File: config.mk
export PLATFORM = sky130hd
export DESIGN_NAME = jcs_serial_subtractor_flat
export DESIGN_NICKNAME = d
export VERILOG_FILES = /design/src/rtl/jcs_serial_subtractor_if.sv /design/src/rtl/jcs_serial_subtractor.sv /design/src/flat_wrapper.sv
export SDC_FILE = /design/constraint.sdc
export NUM_CORES = 1
export LEC_CHECK = 0
export ABC_CLOCK_PERIOD_IN_PS = 3250
export CORE_MARGIN = 2
export CORE_UTILIZATION = 45
export CTS_CLUSTER_SIZE = 8
export DETAILED_ROUTE_END_ITERATION = 7
export PLACE_DENSITY = 0.71
export SYNTH_ARGS = -nofsm -noshare
export SYNTH_HDL_FRONTEND = slang
export SYNTH_SLANG_ARGS = --single-unit
File: constraint.sdc
create_clock -name clk -period 3.25 [get_ports clk]
set_input_delay 0.65 -clock clk [delete_from_list [all_inputs] [get_ports clk]]
set_output_delay 0.65 -clock clk [all_outputs]
set_load 0.05 [all_outputs]
File: src/rtl/jcs_serial_subtractor_if.sv
// Stream interface for jcs_serial_subtractor: operand side (valid/ready,
// a, b, borrow_in) and result side (valid/ready, diff, borrow_out,
// skip_count). The overflow signal exists only when JCS_OVF_EN is defined.
interface jcs_serial_subtractor_if #(
   parameter int WIDTH = 16
);
   localparam int NB = WIDTH / 4;
   localparam int CW = $clog2(NB + 1);

   logic             in_valid;
   logic             in_ready;
   logic [WIDTH-1:0] a;
   logic [WIDTH-1:0] b;
   logic             borrow_in;
   logic             out_valid;
   logic             out_ready;
   logic [WIDTH-1:0] diff;
   logic             borrow_out;
   logic [CW-1:0]    skip_count;
`ifdef JCS_OVF_EN
   logic             overflow;

   modport master (
      output in_valid, a, b, borrow_in, out_ready,
      input  in_ready, out_valid, diff, borrow_out, skip_count, overflow
   );
   modport slave (
      input  in_valid, a, b, borrow_in, out_ready,
      output in_ready, out_valid, diff, borrow_out, skip_count, overflow
   );
`else
   modport master (
      output in_valid, a, b, borrow_in, out_ready,
      input  in_ready, out_valid, diff, borrow_out, skip_count
   );
   modport slave (
      input  in_valid, a, b, borrow_in, out_ready,
      output in_ready, out_valid, diff, borrow_out, skip_count
   );
`endif
endinterface

File: src/rtl/jcs_serial_subtractor.sv
// Block-serial subtractor: diff = a - b - borrow_in, one 4-bit carry-skip
// block per clock, computed as a + ~b + ~borrow_in. Counts blocks whose
// carry bypassed the ripple chain. Optional signed overflow output is
// enabled by defining JCS_OVF_EN.
module jcs_serial_subtractor #(
   parameter int WIDTH = 16
) (
   input logic                    clk,
   input logic                    rst_n,
   jcs_serial_subtractor_if.slave bus
);
   localparam int NB = WIDTH / 4;
   localparam int CW = $clog2(NB + 1);
   localparam int IW = (NB > 1) ? $clog2(NB) : 1;

   typedef enum logic [1:0] {
      IDLE = 2'd0,
      RUN  = 2'd1,
      DONE = 2'd2
   } state_t;

   state_t           state_reg;
   logic [WIDTH-1:0] a_reg;
   logic [WIDTH-1:0] b_reg;
   logic [WIDTH-1:0] diff_reg;
   logic             c_reg;
   logic [IW-1:0]    idx_reg;
   logic [CW-1:0]    skip_reg;
   logic             in_ready_reg;
   logic             out_valid_reg;
   logic             borrow_reg;

   // Datapath for the block currently selected by idx_reg
   logic [3:0] blk_a;
   logic [3:0] blk_bn;
   logic [3:0] blk_p;
   logic [3:0] blk_sum;
   logic [4:0] blk_c;
   logic       blk_skip;
   logic       c_next;

   assign blk_a    = a_reg[idx_reg*4 +: 4];
   assign blk_bn   = ~b_reg[idx_reg*4 +: 4];
   assign blk_c[0] = c_reg;

   genvar gi;
   generate
      for (gi = 0; gi < 4; gi++) begin : g_bit
         assign blk_p[gi]     = blk_a[gi] ^ blk_bn[gi];
         assign blk_sum[gi]   = blk_p[gi] ^ blk_c[gi];
         assign blk_c[gi + 1] = (blk_a[gi] & blk_bn[gi]) |
                                (blk_a[gi] & blk_c[gi])  |
                                (blk_bn[gi] & blk_c[gi]);
      end
   endgenerate

   // All-propagate block: the entry carry passes straight through
   assign blk_skip = &blk_p;
   assign c_next   = blk_skip ? c_reg : blk_c[4];

`ifdef JCS_OVF_EN
   logic ovf_reg;
   logic ovf_next;

   // The last block holds the MSB, so blk_sum[3] is the final sign bit
   assign ovf_next = (a_reg[WIDTH-1] != b_reg[WIDTH-1]) &
                     (blk_sum[3] != a_reg[WIDTH-1]);
   assign bus.overflow = ovf_reg;
`endif

   assign bus.in_ready   = in_ready_reg;
   assign bus.out_valid  = out_valid_reg;
   assign bus.diff       = diff_reg;
   assign bus.borrow_out = borrow_reg;
   assign bus.skip_count = skip_reg;

   // Control FSM plus per-block datapath registers
   always_ff @(posedge clk or negedge rst_n) begin
      if (!rst_n) begin
         state_reg     <= IDLE;
         a_reg         <= '0;
         b_reg         <= '0;
         diff_reg      <= '0;
         c_reg         <= 1'b0;
         idx_reg       <= '0;
         skip_reg      <= '0;
         in_ready_reg  <= 1'b0;
         out_valid_reg <= 1'b0;
         borrow_reg    <= 1'b0;
`ifdef JCS_OVF_EN
         ovf_reg       <= 1'b0;
`endif
      end else begin
         case (state_reg)
            IDLE: begin
               in_ready_reg <= 1'b1;
               if (in_ready_reg && bus.in_valid) begin
                  a_reg        <= bus.a;
                  b_reg        <= bus.b;
                  c_reg        <= ~bus.borrow_in;
                  idx_reg      <= '0;
                  skip_reg     <= '0;
                  diff_reg     <= '0;
                  borrow_reg   <= 1'b0;
`ifdef JCS_OVF_EN
                  ovf_reg      <= 1'b0;
`endif
                  in_ready_reg <= 1'b0;
                  state_reg    <= RUN;
               end
            end
            RUN: begin
               diff_reg[idx_reg*4 +: 4] <= blk_sum;
               c_reg                    <= c_next;
               if (blk_skip) begin
                  skip_reg <= skip_reg + CW'(1);
               end
               if (idx_reg == IW'(NB - 1)) begin
                  borrow_reg    <= ~c_next;
`ifdef JCS_OVF_EN
                  ovf_reg       <= ovf_next;
`endif
                  out_valid_reg <= 1'b1;
                  state_reg     <= DONE;
               end else begin
                  idx_reg <= idx_reg + IW'(1);
               end
            end
            DONE: begin
               if (bus.out_ready) begin
                  out_valid_reg <= 1'b0;
                  in_ready_reg  <= 1'b1;
                  state_reg     <= IDLE;
               end
            end
            default: begin
               state_reg <= IDLE;
            end
         endcase
      end
   end
endmodule

File: src/flat_wrapper.sv
// flat-port wrapper written by rule: the top's interface ports become plain ports
module jcs_serial_subtractor_flat 
#(
   parameter int WIDTH = 16
)
  (clk, rst_n, bus_in_valid, bus_a, bus_b, bus_borrow_in, bus_out_ready, bus_in_ready, bus_out_valid, bus_diff, bus_borrow_out, bus_skip_count);
  jcs_serial_subtractor_if #(.WIDTH(WIDTH)) bus_i ();
  input logic clk;
  input logic rst_n;
  input wire logic [$bits(bus_i.in_valid)-1:0] bus_in_valid;
  input wire logic [$bits(bus_i.a)-1:0] bus_a;
  input wire logic [$bits(bus_i.b)-1:0] bus_b;
  input wire logic [$bits(bus_i.borrow_in)-1:0] bus_borrow_in;
  input wire logic [$bits(bus_i.out_ready)-1:0] bus_out_ready;
  output wire logic [$bits(bus_i.in_ready)-1:0] bus_in_ready;
  output wire logic [$bits(bus_i.out_valid)-1:0] bus_out_valid;
  output wire logic [$bits(bus_i.diff)-1:0] bus_diff;
  output wire logic [$bits(bus_i.borrow_out)-1:0] bus_borrow_out;
  output wire logic [$bits(bus_i.skip_count)-1:0] bus_skip_count;
  assign bus_i.in_valid = bus_in_valid;
  assign bus_i.a = bus_a;
  assign bus_i.b = bus_b;
  assign bus_i.borrow_in = bus_borrow_in;
  assign bus_i.out_ready = bus_out_ready;
  assign bus_in_ready = bus_i.in_ready;
  assign bus_out_valid = bus_i.out_valid;
  assign bus_diff = bus_i.diff;
  assign bus_borrow_out = bus_i.borrow_out;
  assign bus_skip_count = bus_i.skip_count;
  jcs_serial_subtractor #(.WIDTH(WIDTH)) u_core (.clk(clk), .rst_n(rst_n), .bus(bus_i));
endmodule
# Yosys cells after proc, flatten, opt, wreduce, memory -nomap -nowiden
# Index checks and enable logic that the tools add are counted.
word_totals:
  ff_bits: 59
  inputBits: 37
  output_inout_bits: 22
  elab_cells: 95
classes:
  n_addsub: 3
  n_eq_ne: 8
  shift: 4
  muxes: 25
  n_bitwise: 31
  reduce_logical: 14
op_table:
  columns: ["op", "count"]
  rows:
  - ["$neg A4 Y34", 1]
  - ["$shift A4 B34 Y16 const A", 1]
  - ["$shiftx A4 B34 Y16", 1]
  - ["$pmux W16 S2", 1]
  - ["$shiftx A16 B5 Y4", 2]
  - ["$bwmux W16", 1]
  - ["$mux W16", 1]
  - ["$reduce_and A3 Y1", 5]
  - ["$and A1 B1 Y1", 12]
  - ["$mux W2", 5]
  - ["$mux W1", 8]
  - ["$or A1 B1 Y1", 8]
  - ["$pmux W1 S2", 4]
  - ["$xor A1 B1 Y1", 8]
  - ["$mux W3", 2]
  - ["$ne A2 B1 Y1 const B", 3]
  - ["$pmux W2 S3", 1]
  - ["$pmux W3 S2", 1]
  - ["$reduce_and A2 Y1", 3]
  - ["$reduce_bool A2 Y1", 3]
  - ["$eq A2 B2 Y1 const B", 2]
  - ["$ne A2 B2 Y1 const B", 2]
  - ["$not A4 Y4", 1]
  - ["$pmux W2 S2", 1]
  - ["7 further kinds", 8]

# Longest topological paths before layout
# Gate-level depths: netlist (run 1).
depth:
  word_depth: 18
  depth_mapped: 11
  mapped_depth_nobuf: 10

# Least setup slack after synthesis (run 1)
# No wires, ideal clock.
synth_timing:
  path_type: "register to register"
  from: "register u_core.idx_reg[0]"
  to: "register u_core.borrow_reg (netlist: u_core.bus.borrow_out)"
  setup_time_ns: 0.122
  arrival_time_ns: 2.659
  t_required_ns: 3.128
  path_slack_ns: 0.470
  stages_incl_launch_ff: 11
  n_path_buf: 1
  period_less_slack_ns: 2.780
  cell_sequence: "dfrtp_1 > buf_6 > mux4_2 > fa_1 > inv_1 > fa_1 > fa_1 > inv_1 > fa_1 > mux2_2 > a32o_1"
synth_between:
  elab_chain_len: 18
  elab_cells_between_ends: 35
  cone_classes: "eq/ne (2); shift (2); mux (3); bitwise (26); reduce/logical (2)"
synth_lines:
  columns: ["item", "line", "rtl"]
  rows:
  - ["start: declaration", "jcs_serial_subtractor.sv:27", "logic [IW-1:0] idx_reg;"]
  - ["start signal: assignment", "jcs_serial_subtractor.sv:126", "idx_reg <= idx_reg + IW'(1);"]
  - ["$shiftx A16 B5 Y4", "jcs_serial_subtractor.sv:43", "assign blk_bn = ~b_reg[idx_reg*4 +: 4];"]
  - ["$not A4 Y4", "jcs_serial_subtractor.sv:43", null]
  - ["$and A1 B1 Y1", "jcs_serial_subtractor.sv:51", "assign blk_c[gi + 1] = (blk_a[gi] & blk_bn[gi]) |"]
  - ["$or A1 B1 Y1", "jcs_serial_subtractor.sv:51", null]
  - ["$or A1 B1 Y1", "jcs_serial_subtractor.sv:52", "(blk_a[gi] & blk_c[gi]) |"]
  - ["$and A1 B1 Y1", "jcs_serial_subtractor.sv:52", null]
  - ["$or A1 B1 Y1", "jcs_serial_subtractor.sv:51", null]
  - ["$or A1 B1 Y1", "jcs_serial_subtractor.sv:52", null]
  - ["[... 2 more ...]", null, null]
  - ["$or A1 B1 Y1", "jcs_serial_subtractor.sv:52", null]
  - ["$and A1 B1 Y1", "jcs_serial_subtractor.sv:52", null]
  - ["$or A1 B1 Y1", "jcs_serial_subtractor.sv:51", null]
  - ["$or A1 B1 Y1", "jcs_serial_subtractor.sv:52", null]
  - ["$mux W1", "jcs_serial_subtractor.sv:59", "assign c_next = blk_skip ? c_reg : blk_c[4];"]
  - ["$not A1 Y1", "jcs_serial_subtractor.sv:119", "borrow_reg <= ~c_next;"]
  - ["$mux W1", "jcs_serial_subtractor.sv:118", "if (idx_reg == IW'(NB - 1)) begin"]
  - ["$pmux W1 S2", "jcs_serial_subtractor.sv:94", "case (state_reg)"]
  - ["end signal: assignment", "jcs_serial_subtractor.sv:119", null]
  - ["end: declaration", "jcs_serial_subtractor.sv:31", "logic borrow_reg;"]
# Several ways; a longest one is shown, not always the timed one. The select of a mux whose other input is x is not followed.
# A chain may end at the register's enable or synchronous reset.

# Worst setup path after layout (run 1)
layout_timing:
  from: "register u_core.idx_reg[0]"
  to: "register u_core.diff_reg[3] (netlist: u_core.bus.diff[3])"
layout_between:
  elab_chain_len: 15
  elab_cells_between_ends: 31
  cone_classes: "add/sub (1); shift (4); mux (2); bitwise (24)"
layout_lines:
  columns: ["item", "line", "rtl"]
  rows:
  - ["$shiftx A16 B5 Y4", "jcs_serial_subtractor.sv:43", null]
  - ["$not A4 Y4", "jcs_serial_subtractor.sv:43", null]
  - ["$and A1 B1 Y1", "jcs_serial_subtractor.sv:51", null]
  - ["$or A1 B1 Y1", "jcs_serial_subtractor.sv:51", null]
  - ["$or A1 B1 Y1", "jcs_serial_subtractor.sv:52", null]
  - ["$and A1 B1 Y1", "jcs_serial_subtractor.sv:52", null]
  - ["$or A1 B1 Y1", "jcs_serial_subtractor.sv:51", null]
  - ["$or A1 B1 Y1", "jcs_serial_subtractor.sv:52", null]
  - ["$and A1 B1 Y1", "jcs_serial_subtractor.sv:52", null]
  - ["$or A1 B1 Y1", "jcs_serial_subtractor.sv:51", null]
  - ["$or A1 B1 Y1", "jcs_serial_subtractor.sv:52", null]
  - ["$xor A1 B1 Y1", "jcs_serial_subtractor.sv:50", "assign blk_sum[gi] = blk_p[gi] ^ blk_c[gi];"]
  - ["$shiftx A4 B34 Y16", "jcs_serial_subtractor.sv:113", "diff_reg[idx_reg*4 +: 4] <= blk_sum;"]
  - ["$bwmux W16 (*)", "jcs_serial_subtractor.sv:113", null]
  - ["$pmux W16 S2 (*)", "jcs_serial_subtractor.sv:94", null]
  - ["end signal: indexed assignment", "jcs_serial_subtractor.sv:113", null]
  - ["end: declaration", "jcs_serial_subtractor.sv:25", "logic [WIDTH-1:0] diff_reg;"]
# Every way passes the cells marked *; elsewhere a longest branch is shown, timed or not.

==> results.py, run 1 <==
metrics = {
    "status": {
        "outcome": "finished, final reports clean",
    },
    "clock_network": {
        "cts.path.max_buffers": 2,
        "cts_tree": "yes",
        "cts_buffers": 9,
        "post_cts_buffers": 0,
        "cts.sinks": 59,
        "cts_hold_buffers": 0,
        "worstSkewPairLatency_ns": 0.35,
        "clk_pin_slew_ns": 0.07,
        "cts_resized": 0,
        "cts-root-buf": "clkbuf_8",
        "htree_levels": 3,
    },
    "floorplan": {
        "fp.dieW_um": 83.3,
        "rows": 28,
        "core_area_mm2": 0.00599,
        "die-area_mm2": 0.00694,
        "die_h_um": 83.3,
        "initial_core_util_pct": 47.2,
        "io_pins": 59,
    },
    "sta": {
        "final.period_utilization_pct": 88.8,
        "clock_skew_ns": 0.00887,
        "finalMaxSlewViolations": 0,
        "setup_viol": 0,
        "clock.fmax_mhz": 347,
        "final_hold_viol_count": 0,
        "fin_hold_ws_ns": 0.468,
        "max_slew.worst_pin.slew_ns": 1.06,
        "rsz0062_at_grt": "false",
        "slew_headroom_pct": 29.0,
        "post-route-min-period_ns": 2.89,
        "fin_setup_tns_ns": 0,
    },
    "yosys": {
        "syn-num-nets": 314,
        "postSynthCellCount": 264,
        "avgSynthCellArea_um2": 10.7,
        "ys_types": 37,
        "yosys_warnings": 0,
        "yosysSeqAreaShare_pct": 52.2,
        "netlist_area_mm2": 0.00283,
        "ys_ff_latch": 59,
    },
    "detailed_routing": {
        "top_layer": "met4",
        "dr.pass1.iters": 4,
        "antenna_left": 0,
        "wl_um": 5790,
        "vias": 2040,
        "drc": 0,
        "wl_per_cell_um": 14.3,
        "wl_met1_um": 2730,
        "dr_wl_met2_um": 2640,
        "viasPerCell": 5.02,
        "wl_met3_um": 295,
        "initialDrtViolationCount": 108,
    },
    "grt": {
        "track_usage_pct": 18.6,
        "grt_pass1_wl_um": 10100,
        "grt_overflow": 0,
        "antenna_found_initial": 0,
        "grt_pass1_vias": 2098,
        "grt_start_max_net_pins": 50,
    },
    "run": {
        "drv_cap": 0,
    },
    "cells_and_area": {
        "area_delta_synth_final_pct": 30.1,
        "drive_gt1_share_pct": 9.97,
        "layout_commonest_cell": "nand2_1",
        "final_cell_mix": "nand2_1, dfrtp_1, clkdlybuf4s50_1",
        "final_cell_area_mm2": 0.00368,
        "fillCellCount": 508,
        "final_util_pct": 61.5,
        "fin_nets": 377,
        "antenna-diode-count": 0,
    },
    "pwr": {
        "ir_drop_mv": 0.578,
        "total_power_w": 0.00421,
        "p_leak_nw": 1.77,
        "p_per_area_mw_per_mm2": 1140,
    },
    "worst_hold_path": {
        "hold_class": "reg -> reg",
    },
    "critical_path": {
        "cp.required_ns": 3.52,
        "cp-end-kind": "flop",
        "critical_path.max_fanout": 11,
        "rrSetupSlack_ns": 0.36,
        "cp-start-kind": "flop",
        "worstSetupPathType": "reg -> reg",
        "crit_arrival_ns": 3.15,
    },
    "placement": {
        "port_buffers": 58,
        "place.detailed.hpwl_um": 4220,
        "gp_congestion": 0.795,
        "placed_area_mm2": 0.00347,
    },
}
## cell families (layout without fill, tap and decap cells)
family / count (synthesis) / count (layout) / share of synthesized area [%]
simple gates: 121 / 121 / 18.5
flops: 59 / 59 / 52.2
compound gates: 32 / 32 / 9.06
buf+inv: 26 / 93 / 4.60
fa+ha+maj: 13 / 13 / 6.81
mux: 13 / 13 / 8.84
## synthesized netlist by cell type, drive strengths merged
cell | n | area [um^2]
ha | 9 | 113
mux4 | 8 | 199
inv | 14 | 52.6
nand3b | 1 | 7.51
nor4 | 1 | 6.26
nand3 | 2 | 10.0
nand4bb | 1 | 11.3
o2bb2ai | 9 | 78.8
o21ai | 3 | 15.0
nand2b | 1 | 8.76
nand2 | 100 | 375
o21a | 1 | 7.51
buf | 9 | 66.3
dfrtp | 59 | 1480
a32o | 1 | 10.0
fa | 4 | 80.1
a211oi | 1 | 12.5
nor2b | 1 | 6.26
and3b | 1 | 8.76
mux2i | 4 | 40.0
a21oi | 7 | 46.3
nor2 | 4 | 15.0
and3 | 4 | 25.0
or4 | 2 | 18.8
clkbuf | 3 | 11.3
mux2 | 1 | 11.3
a22o | 9 | 78.8
o31ai | 1 | 7.51
nand4 | 1 | 6.26
and4bb | 2 | 25.0
## critical path: stages, from the launching register on
cell and delay (ns):
dfrtp_1 0.43, buf_4 0.21, mux4_1 0.62, fa_1 0.46, fa_1 0.37, inv_1 0.07
fa_1 0.47, o2bb2ai_1 0.16
## path summary, 6_finish.rpt
kind	depth (start not counted)	from	end
setup / recovery	7	u_core.idx_reg[0]	u_core.bus.diff[3]
setup reg to reg	7	u_core.idx_reg[0]	u_core.bus.diff[3]
hold / removal	2	u_core.a_reg[2]	u_core.a_reg[2]
max in group asynchronous	2	rst_n	u_core.bus.in_ready
hold reg to reg	2	u_core.a_reg[2]	u_core.a_reg[2]
min in group asynchronous	1	rst_n	u_core.a_reg[13]
## final cells by class
cell class | count | area, um^2 | area share [%]
Clock buffer | 10 | 138 | 3.74
Clock inverter | 5 | 77.6 | 2.11
Inverter | 14 | 52.6 | 1.43
Multi-Input combinational cell | 179 | 1220 | 33.2
Sequential cell | 59 | 1480 | 40.1
Tap cell | 75 | 93.8 | 2.55
Timing Repair Buffer | 64 | 621 | 16.9
## power breakdown
| group | leakage, nW | internal, W | switching (W) |
|---|---|---|---|
| Clock | 0.108 | 0.000445 | 0.000294 |
| Combinational | 0.907 | 0.000898 | 0.00131 |
| Sequential | 0.755 | 0.00105 | 0.000203 |
| Total | 1.77 | 0.00240 | 0.00181 |
## routing by layer
layer / up-vias / GRT usage, %
met5: - / 0
met3: 12 / 5.17
met2: 62 / 28.8
met1: 947 / 24.5
met4: 0 / 8.49
li1: 1019 / -
## through the flow
step,worst slack (ns),std cells
after floorplan,0.470,264
after global placement,0.433,391
after detailed placement,0.376,391
after CTS,0.360,406
after global routing,0.218,406
final,0.365,406
No activity file was read; power rests on OpenSTA's default activity.
==> inputs of run 2 (changes only) <==
- GPL_TIMING_DRIVEN: default -> 0
==> run 2 against run 1 <==
Flip-flop and latch count unchanged; cell count increased by 2.0%; clock skew about the same; clock power decreased by 2%; design area increased by 1.5%; total power increased by 1.5%; global-route usage decreased by 0.17 points; count of clock-buffer cells in the layout decreased by 1; critical endpoint unchanged.
==> results.py, run 2 (synthesized netlist as in run 1, its figures left out) <==
metrics = {
    "cells_and_area": {
        "final_cell_mix": "nand2_1, dfrtp_1, clkdlybuf4s50_1",
        "fillCellCount": 503,
        "multi_input_area_mm2": 0.00122,
        "drive_gt1_share_pct": 11.2,
        "layout_commonest_cell": "nand2_1",
        "fin_nets": 384,
        "regArea_mm2": 0.00148,
        "antenna-diode-count": 0,
        "area_delta_synth_final_pct": 32.0,
    },
    "placement": {
        "port_buffers": 58,
        "gp_congestion": 0.771,
        "place.detailed.hpwl_um": 4370,
    },
    "critical_path": {
        "cp-start-kind": "flop",
        "r2r_cells": 10,
        "cp.required_ns": 3.51,
        "critical_path.max_fanout": 9,
        "worstSetupPathType": "reg -> reg",
        "cp-end-kind": "flop",
        "crit_arrival_ns": 3.30,
    },
    "status": {
        "outcome": "finished, final reports clean",
    },
    "sta": {
        "final.period_utilization_pct": 93.6,
        "post-route-min-period_ns": 3.04,
        "fin_setup_tns_ns": 0,
        "fin_hold_ws_ns": 0.292,
        "clock.fmax_mhz": 329,
        "max_slew.worst_pin.slew_ns": 0.544,
        "clock_skew_ns": 0.00868,
        "setup_viol": 0,
        "finalMaxSlewViolations": 0,
        "slew_headroom_pct": 63.7,
        "rsz0062_at_grt": "false",
        "final_hold_viol_count": 0,
    },
    "clock_network": {
        "htree_levels": 3,
        "cts-root-buf": "clkbuf_8",
        "cts_resized": 0,
        "cts.path.max_buffers": 2,
        "cts_buffers": 9,
        "cts.sinks": 59,
        "worstSkewPairLatency_ns": 0.34,
        "cts_hold_buffers": 0,
        "clk_pin_slew_ns": 0.07,
        "post_cts_buffers": 0,
        "cts_tree": "yes",
    },
    "detailed_routing": {
        "antenna_left": 0,
        "vias": 2154,
        "dr.pass1.iters": 4,
        "wl_um": 5800,
        "initialDrtViolationCount": 75,
        "viasPerCell": 5.20,
        "wl_per_cell_um": 14.0,
        "drc": 0,
    },
    "floorplan": {
        "die-area_mm2": 0.00694,
        "initial_core_util_pct": 47.2,
        "core_area_mm2": 0.00599,
        "fp.dieW_um": 83.3,
        "rows": 28,
        "io_pins": 59,
        "die_h_um": 83.3,
    },
    "pwr": {
        "ir_drop_mv": 0.648,
        "p_per_area_mw_per_mm2": 1140,
        "p_leak_nw": 1.79,
    },
    "grt": {
        "grt_pass1_vias": 2173,
        "grt_overflow": 0,
        "antenna_found_initial": 0,
        "grt_start_max_net_pins": 37,
        "track_usage_pct": 18.5,
        "grt_pass1_wl_um": 10300,
    },
    "run": {
        "drv_cap": 0,
    },
    "worst_hold_path": {
        "hold_class": "in -> async",
    },
}
run 2: path summary, 6_finish.rpt:
path	slack, ns	from	end
worst max-delay path	0.21	u_core.idx_reg[1]	u_core.bus.diff[3]
worst min-delay path	0.29	rst_n	u_core.bus.diff[13]
worst max register to register	0.21	u_core.idx_reg[1]	u_core.bus.diff[3]
worst min register to register	0.47	u_core.a_reg[7]	u_core.a_reg[7]
min in group clk	0.47	u_core.a_reg[7]	u_core.a_reg[7]
max in group asynchronous	2.38	rst_n	u_core.a_reg[6]
run 2: through the flow:
| stage | util (%) | power, W | setup WS, ns | cell area (um^2) | cells |
|---|---|---|---|---|---|
| floorplan | - | 0.00286 | 0.470 | 2830 | 264 |
| global placement | 58.5 | 0.00352 | -0.302 | 3500 | 397 |
| finish | 62.4 | 0.00427 | 0.208 | 3740 | 414 |
| global route | 62.4 | 0.00460 | 0.00791 | 3740 | 414 |
| detailed placement | 58.8 | 0.00357 | 0.160 | 3520 | 398 |
| CTS | 62.4 | 0.00431 | 0.161 | 3740 | 414 |
run 2: cell type report:
cell class	instances	area share, %
Clock inverter	7	2.48
Buffer	12	2.08
Multi-Input combinational cell	179	32.8
Sequential cell	59	39.5
Inverter	14	1.41
Tap cell	75	2.51
Timing Repair Buffer	59	15.9
Clock buffer	9	3.32
run 2: report_power, final:
part / switching (W) / total [W] / internal (W)
logic: 0.00137 / 0.00231 / 0.000936
clock network: 0.000296 / 0.000724 / 0.000428
registers: 0.000182 / 0.00123 / 0.00105
total: 0.00185 / 0.00427 / 0.00242
run 2: metal layers:
layer / GRT usage [%] / part of all wire, % / wire (um) / vias to the layer above
li1: - / - / - / 1034
met1: 25.1 / 47 / 2720 / 1040
met2: 29.0 / 47 / 2710 / 68
met3: 3.98 / 4.6 / 269 / 12
met4: 7.30 / 1.6 / 95 / 0
met5: 0 / 0 / 0 / -
run 2: critical path: stages, from the launching register on:
cell	delay, ns
dfrtp_1	0.37
clkbuf_1	0.39
mux4_2	0.41
inv_1	0.10
fa_1	0.16
inv_1	0.05
fa_1	0.37
fa_1	0.38
inv_1	0.07
fa_1	0.50
o2bb2ai_1	0.17
==> inputs of run 3 (changes only) <==
- CAP_MARGIN: default -> 0
==> results of run 3 <==
Final layout, timing and power as in run 2 (identical DEF).
